<file path="src/rtl/button_conditioner.sv">
// Pushbutton front end: 2-FF synchronizer, per-channel debounce, press/release pulses, pause toggle.
// Define AUTOREPEAT_EN to add per-channel auto-repeat press pulses while a button is held.
module button_conditioner #(
    parameter int NUM_BTN         = 3,
    parameter int DEBOUNCE_CYCLES = 250000,
    parameter int CNT_W           = 18,
    parameter int TOGGLE_IDX      = 1,
    parameter int REPEAT_DELAY    = 25000000,
    parameter int REPEAT_PERIOD   = 5000000
) (
    input  logic               clk,
    input  logic               clr,
    input  logic [NUM_BTN-1:0] btn_raw,
    input  logic               toggle_allow,
    output logic [NUM_BTN-1:0] btn_level,
    output logic [NUM_BTN-1:0] btn_press,
    output logic [NUM_BTN-1:0] btn_release,
    output logic               toggle_out
);

    localparam logic [CNT_W-1:0] CNT_LAST = CNT_W'(DEBOUNCE_CYCLES - 1);

`ifdef AUTOREPEAT_EN
    localparam int RPT_MAX = (REPEAT_DELAY > REPEAT_PERIOD) ? REPEAT_DELAY : REPEAT_PERIOD;
    localparam int RPT_W   = (RPT_MAX > 2) ? $clog2(RPT_MAX) : 1;
    localparam logic [RPT_W-1:0] RPT_DELAY_LAST  = RPT_W'(REPEAT_DELAY - 1);
    localparam logic [RPT_W-1:0] RPT_PERIOD_LAST = RPT_W'(REPEAT_PERIOD - 1);
`endif

    for (genvar i = 0; i < NUM_BTN; i++) begin : g_ch
        logic             s1;
        logic             s2;
        logic             lvl;
        logic             prs;
        logic             rls;
        logic [CNT_W-1:0] cnt;
        logic             accept;
        logic             rpt_fire;

        assign accept = (s2 != lvl) && (cnt == CNT_LAST);

`ifdef AUTOREPEAT_EN
        logic [RPT_W-1:0] rpt_cnt;
        logic             rpt_phase;

        // A release being accepted on this edge wins over a repeat, so press and release never coincide
        assign rpt_fire = lvl && !accept &&
                          (rpt_cnt == (rpt_phase ? RPT_PERIOD_LAST : RPT_DELAY_LAST));

        always_ff @(posedge clk or negedge clr) begin
            if (!clr) begin
                rpt_cnt   <= '0;
                rpt_phase <= 1'b0;
            end else if (!lvl || accept) begin
                rpt_cnt   <= '0;
                rpt_phase <= 1'b0;
            end else if (rpt_fire) begin
                rpt_cnt   <= '0;
                rpt_phase <= 1'b1;
            end else begin
                rpt_cnt   <= rpt_cnt + 1'b1;
            end
        end
`else
        assign rpt_fire = 1'b0;
`endif

        always_ff @(posedge clk or negedge clr) begin
            if (!clr) begin
                s1  <= 1'b0;
                s2  <= 1'b0;
                lvl <= 1'b0;
                prs <= 1'b0;
                rls <= 1'b0;
                cnt <= '0;
            end else begin
                s1  <= btn_raw[i];
                s2  <= s1;
                prs <= (accept && s2) || rpt_fire;
                rls <= accept && !s2;
                if (s2 == lvl) begin
                    cnt <= '0;
                end else if (accept) begin
                    lvl <= s2;
                    cnt <= '0;
                end else begin
                    cnt <= cnt + 1'b1;
                end
            end
        end

        assign btn_level[i]   = lvl;
        assign btn_press[i]   = prs;
        assign btn_release[i] = rls;
    end

    // Forcing low while not allowed outranks any coincident press
    always_ff @(posedge clk or negedge clr) begin
        if (!clr) begin
            toggle_out <= 1'b0;
        end else if (!toggle_allow) begin
            toggle_out <= 1'b0;
        end else if (btn_press[TOGGLE_IDX]) begin
            toggle_out <= ~toggle_out;
        end
    end

endmodule

</file>
<file path="config.mk">
export PLATFORM = sky130hd
export DESIGN_NAME = button_conditioner
export DESIGN_NICKNAME = d
export VERILOG_FILES = /design/src/rtl/button_conditioner.sv
export SDC_FILE = /design/constraint.sdc
export NUM_CORES = 1
export LEC_CHECK = 0
export ABC_AREA = 1
export BUFFER_PORTS_ARGS = -buffer_cell sky130_fd_sc_hd__clkbuf_2
export CORE_ASPECT_RATIO = 1.25
export CORE_MARGIN = 2
export CORE_UTILIZATION = 50
export CTS_CLUSTER_DIAMETER = 80
export CTS_CLUSTER_SIZE = 16
export DETAILED_ROUTE_END_ITERATION = 6
export PLACE_DENSITY = 0.67
export SETUP_SLACK_MARGIN = 0.02
export SLEW_MARGIN = 5
export SYNTH_ARGS = -nofsm -noshare
export SYNTH_HDL_FRONTEND = slang
export SYNTH_SLANG_ARGS = --single-unit
</file>
<file path="constraint.sdc">
create_clock -name clk -period 3 [get_ports clk]
set_input_delay 0.75 -clock clk [delete_from_list [all_inputs] [get_ports clk]]
set_output_delay 0.75 -clock clk [all_outputs]
set_load 0.1 [all_outputs]
</file>
==> metrics list <==
* Final clock skew: 8.17 ps
- Synth warnings: 0
* Upper clock frequency limit: between 500 and 600 MHz
- Number of placement rows: 34
- Measured on the finished design, the core utilization comes to 56.9%.
- Required time at the endpoint of the critical path: 2250 ps
- Static leakage: 1.70 nW
* Largest net degree at the start of global routing: 58
* Number of enable-type register cells in the synthesized netlist: 0
- Top cells by area, synth: sky130_fd_sc_hd__dfrtp_1 (48%), sky130_fd_sc_hd__nor2_1 (12%), sky130_fd_sc_hd__nand2_1 (7.4%), sky130_fd_sc_hd__xor2_1 (5.8%), sky130_fd_sc_hd__nand3_1 (4.4%)
- After detailed routing, the average wire length per cell comes to 11.6 µm.
- For the worst flop-to-flop path, the logic depth is 8.
* Post-Syn Area: 3640 µm²
- The area growth from synthesis to layout is 9.80%.
- Setup repair after global routing left no endpoint under its margin.
- CTS HTree Levels: 3
- Primary flip-flop cell chosen by synthesis mapping: sky130_fd_sc_hd__dfrtp_1
* Number of diodes added for antenna fixing: 0
- Ranking of synthesized cells by instance count: sky130_fd_sc_hd__nor2_1 (115), sky130_fd_sc_hd__nand2_1 (72), sky130_fd_sc_hd__dfrtp_1 (70)
* Vias in the first global route: 2648
* Sum of negative setup slack: 0 ps
- For this block, the initial DRC count from the detailed router was 129.
- Chip Width: 80.3 µm
* Hold-fix buffers at CTS: 0
- The worst setup path is captured at an output port.
- The count of nets left with antenna violations once routing finished came out at 0.
- Core region area: 7020 µm²
- Grouping stages by cell kind, the critical path spends the most delay in buffers and inverters.
- Along the worst path, the maximum fanout reaches 3.
- On the worst path, the slowest cell contributes a delay of 460 ps.
- Final period utilization: ~64%
- The clock passes through at most 2 buffers.
- Async set or reset register ratio after synthesis: 100%
- Standard cell with the maximum stage delay on the critical path: sky130_fd_sc_hd__clkbuf_2
- The critical path is of the flip-flop to output port type.
- Number of top-level design ports: 16
- The clock net in this run drives a total of 70 sinks.
- The run finished with clean final reports.
- Distinct cell type count after synthesis: 25
- Dividing the detail-routed via count by the number of cells gives 4.88.
* Slew of the pin with the lowest slew margin: 545 ps
- Clk_lat worst skew: 340 ps
- Final global-route overflow total: 0
* Remaining DRCs: 0
* IO Port Bufs: 15
* Critical path launch point type: flip-flop
- Clock-pin slew of the registers on the worst-case setup and hold paths: 70 ps
- The synthesized design contains 70 register bits.
* Final hold violation count: 0
- The number of nets in the synthesized netlist is 450.
- The detailed router placed approximately 2700 vias in this run.
- Placer Congestion: 0.848
- Across the run, the number of max-cap violations was 0.
- Headroom to the max-slew limit: 63.8%
* Total detailed-routing wirelength: 6.45 mm
* Share of post-route cells with drive strength above 1: around 15%
- The worst register-to-register path has a setup slack of around 1600 ps.
* Number of nets in the final layout: 468
* Global-route wire length before repair: 11.5 mm
- After synthesis, the mean cell area works out to between 8 and 9 µm².
- TritonCTS built the clock tree.
- The tree is rooted in a sky130_fd_sc_hd__clkbuf_8.
- Before CTS, the worst setup slack after placement is 1440 ps.
* Resized cells post-CTS: 0
- Router iterations before antenna repair: 4
- The worst path needs 1920 ps of the cycle, external delays included.
- Placed wire-length estimate: 4.71 mm
- Portion of the post-synthesis area used by sequential elements: 48.2%
- Area of the die: 7980 µm²
* Placed insts: about 540
* Count leader, synth: sky130_fd_sc_hd__nor2_1
- Max rail drop VDD: 246 µV
- The worst path meets setup with 1080 ps of slack.
- The number of antenna violations at the first check in global routing came to 0.
- Final Max Tran Viols: 0
- Inserted Clock Buffers: 9
- The synthesized design spends more area on one cell type than any other, namely sky130_fd_sc_hd__dfrtp_1.
- Critical path buffers and inverters: 1
* Total global-route track usage: 18.3%
- The endpoint identified for the worst register-to-register timing path is g_ch[0].cnt[12].
- Post-synth top area share: around half
- Instance count of the mapped netlist: 441
* Critical-path cell list: clkbuf_2
* Hold WC Path Type: primary input to asynchronous set/reset pin
- Arrival time of the worst setup path: 1170 ps
- The floorplan step set the die height to 99.4 µm.
- Post-CTS timing repair inserted 0 buffers for setup.
- Power density normalized to cell area: 467 nW/µm²
* Initial standard-cell utilization of the core: approximately half
- Count of non-filler cells in the finished layout: 554
* Source of the worst register-to-register timing path: g_ch[0].cnt[0]
* Final-report setup violation count: 0
-- final cells by class --
class | count | area [µm²]
clock buffers | 13 | 149
clock inverters | 3 | 67.6
fillers | 668 | 3030
inverters | 39 | 146
multi-input cells | 323 | 1670
flip-flops and latches | 70 | 1750
well taps | 90 | 113
repair buffers | 16 | 95.1
-- worst register-to-register path: cells and delay by family (launching register included) --
| kind | cells | cell delay, ps |
|---|---|---|
| xor+xnor | 1 | 180 |
| fa+ha+maj | 1 | 240 |
| buf+inv | 2 | 120 |
| simple gates | 4 | 380 |
| flops | 1 | 410 |
-- how the worst max path moves through the flow --
stage           startpoint      endpoint  cells past startpoint
2_1_floorplan   toggle_out    toggle_out                      0
3_5_place_dp   g_ch[0].lvl  btn_level[0]                      1
3_3_place_gp   g_ch[1].lvl  btn_level[1]                      1
4_1_cts        g_ch[2].lvl  btn_level[2]                      1
6_report       g_ch[2].lvl  btn_level[2]                      1
5_1_grt        g_ch[1].lvl  btn_level[1]                      1
-- power by group --
part	total, mW	leakage, nW	internal [mW]	switching, mW
clock	0.833	0.104	0.492	0.341
sequential	0.969	0.957	0.957	0.0118
combinational	0.0635	0.642	0.0177	0.0458
total	1.87	1.70	1.47	0.399
-- cells by family after synthesis --
kind of cell               share of synthesized area, %
AOI/OAI and AO/OA                                  2.48
adders and majority gates                          1.03
DFF                                                48.2
buffers and inverters                              5.88
xor gates and xnor gates                           7.71
and+or+nand+nor                                    34.7
-- placed cells by master, fill, tap and decap left out, types with 10 or more instances in the layout --
cell type,Yosys,layout
sky130_fd_sc_hd__clkbuf_2,0,14
sky130_fd_sc_hd__nor2_2,14,14
sky130_fd_sc_hd__nor2_1,115,115
sky130_fd_sc_hd__inv_1,37,37
sky130_fd_sc_hd__xor2_1,24,24
sky130_fd_sc_hd__clkbuf_8,0,10
sky130_fd_sc_hd__nand3_1,32,32
sky130_fd_sc_hd__nand2_2,12,12
sky130_fd_sc_hd__dfrtp_1,70,70
sky130_fd_sc_hd__nand2_1,72,72
-- metrics by stage --
step,cell area [µm²],hold slack [ps],total power [mW]
6_report,3990,308,1.87
5_1_grt,3990,321,1.95
4_1_cts,3990,302,1.90
3_5_place_dp,3780,338,1.05
3_3_place_gp,3780,333,1.05
2_1_floorplan,3640,331,1.02
-- registers in the layout (all words and copies together), names as in the netlist --
signal,cells
g_ch.s2,3
g_ch.rls,3
g_ch.prs,3
toggle_out,1
g_ch.cnt,54
g_ch.s1,3
g_ch.lvl,3
-- metal layers --
metal	GRT usage, %	part of all wire [%]
met1	23.1	46
met2	31.0	50
met3	3.81	2.5
met4	6.65	1.5
met5	0	0
Note: power is estimated with default switching activity, not from simulation.
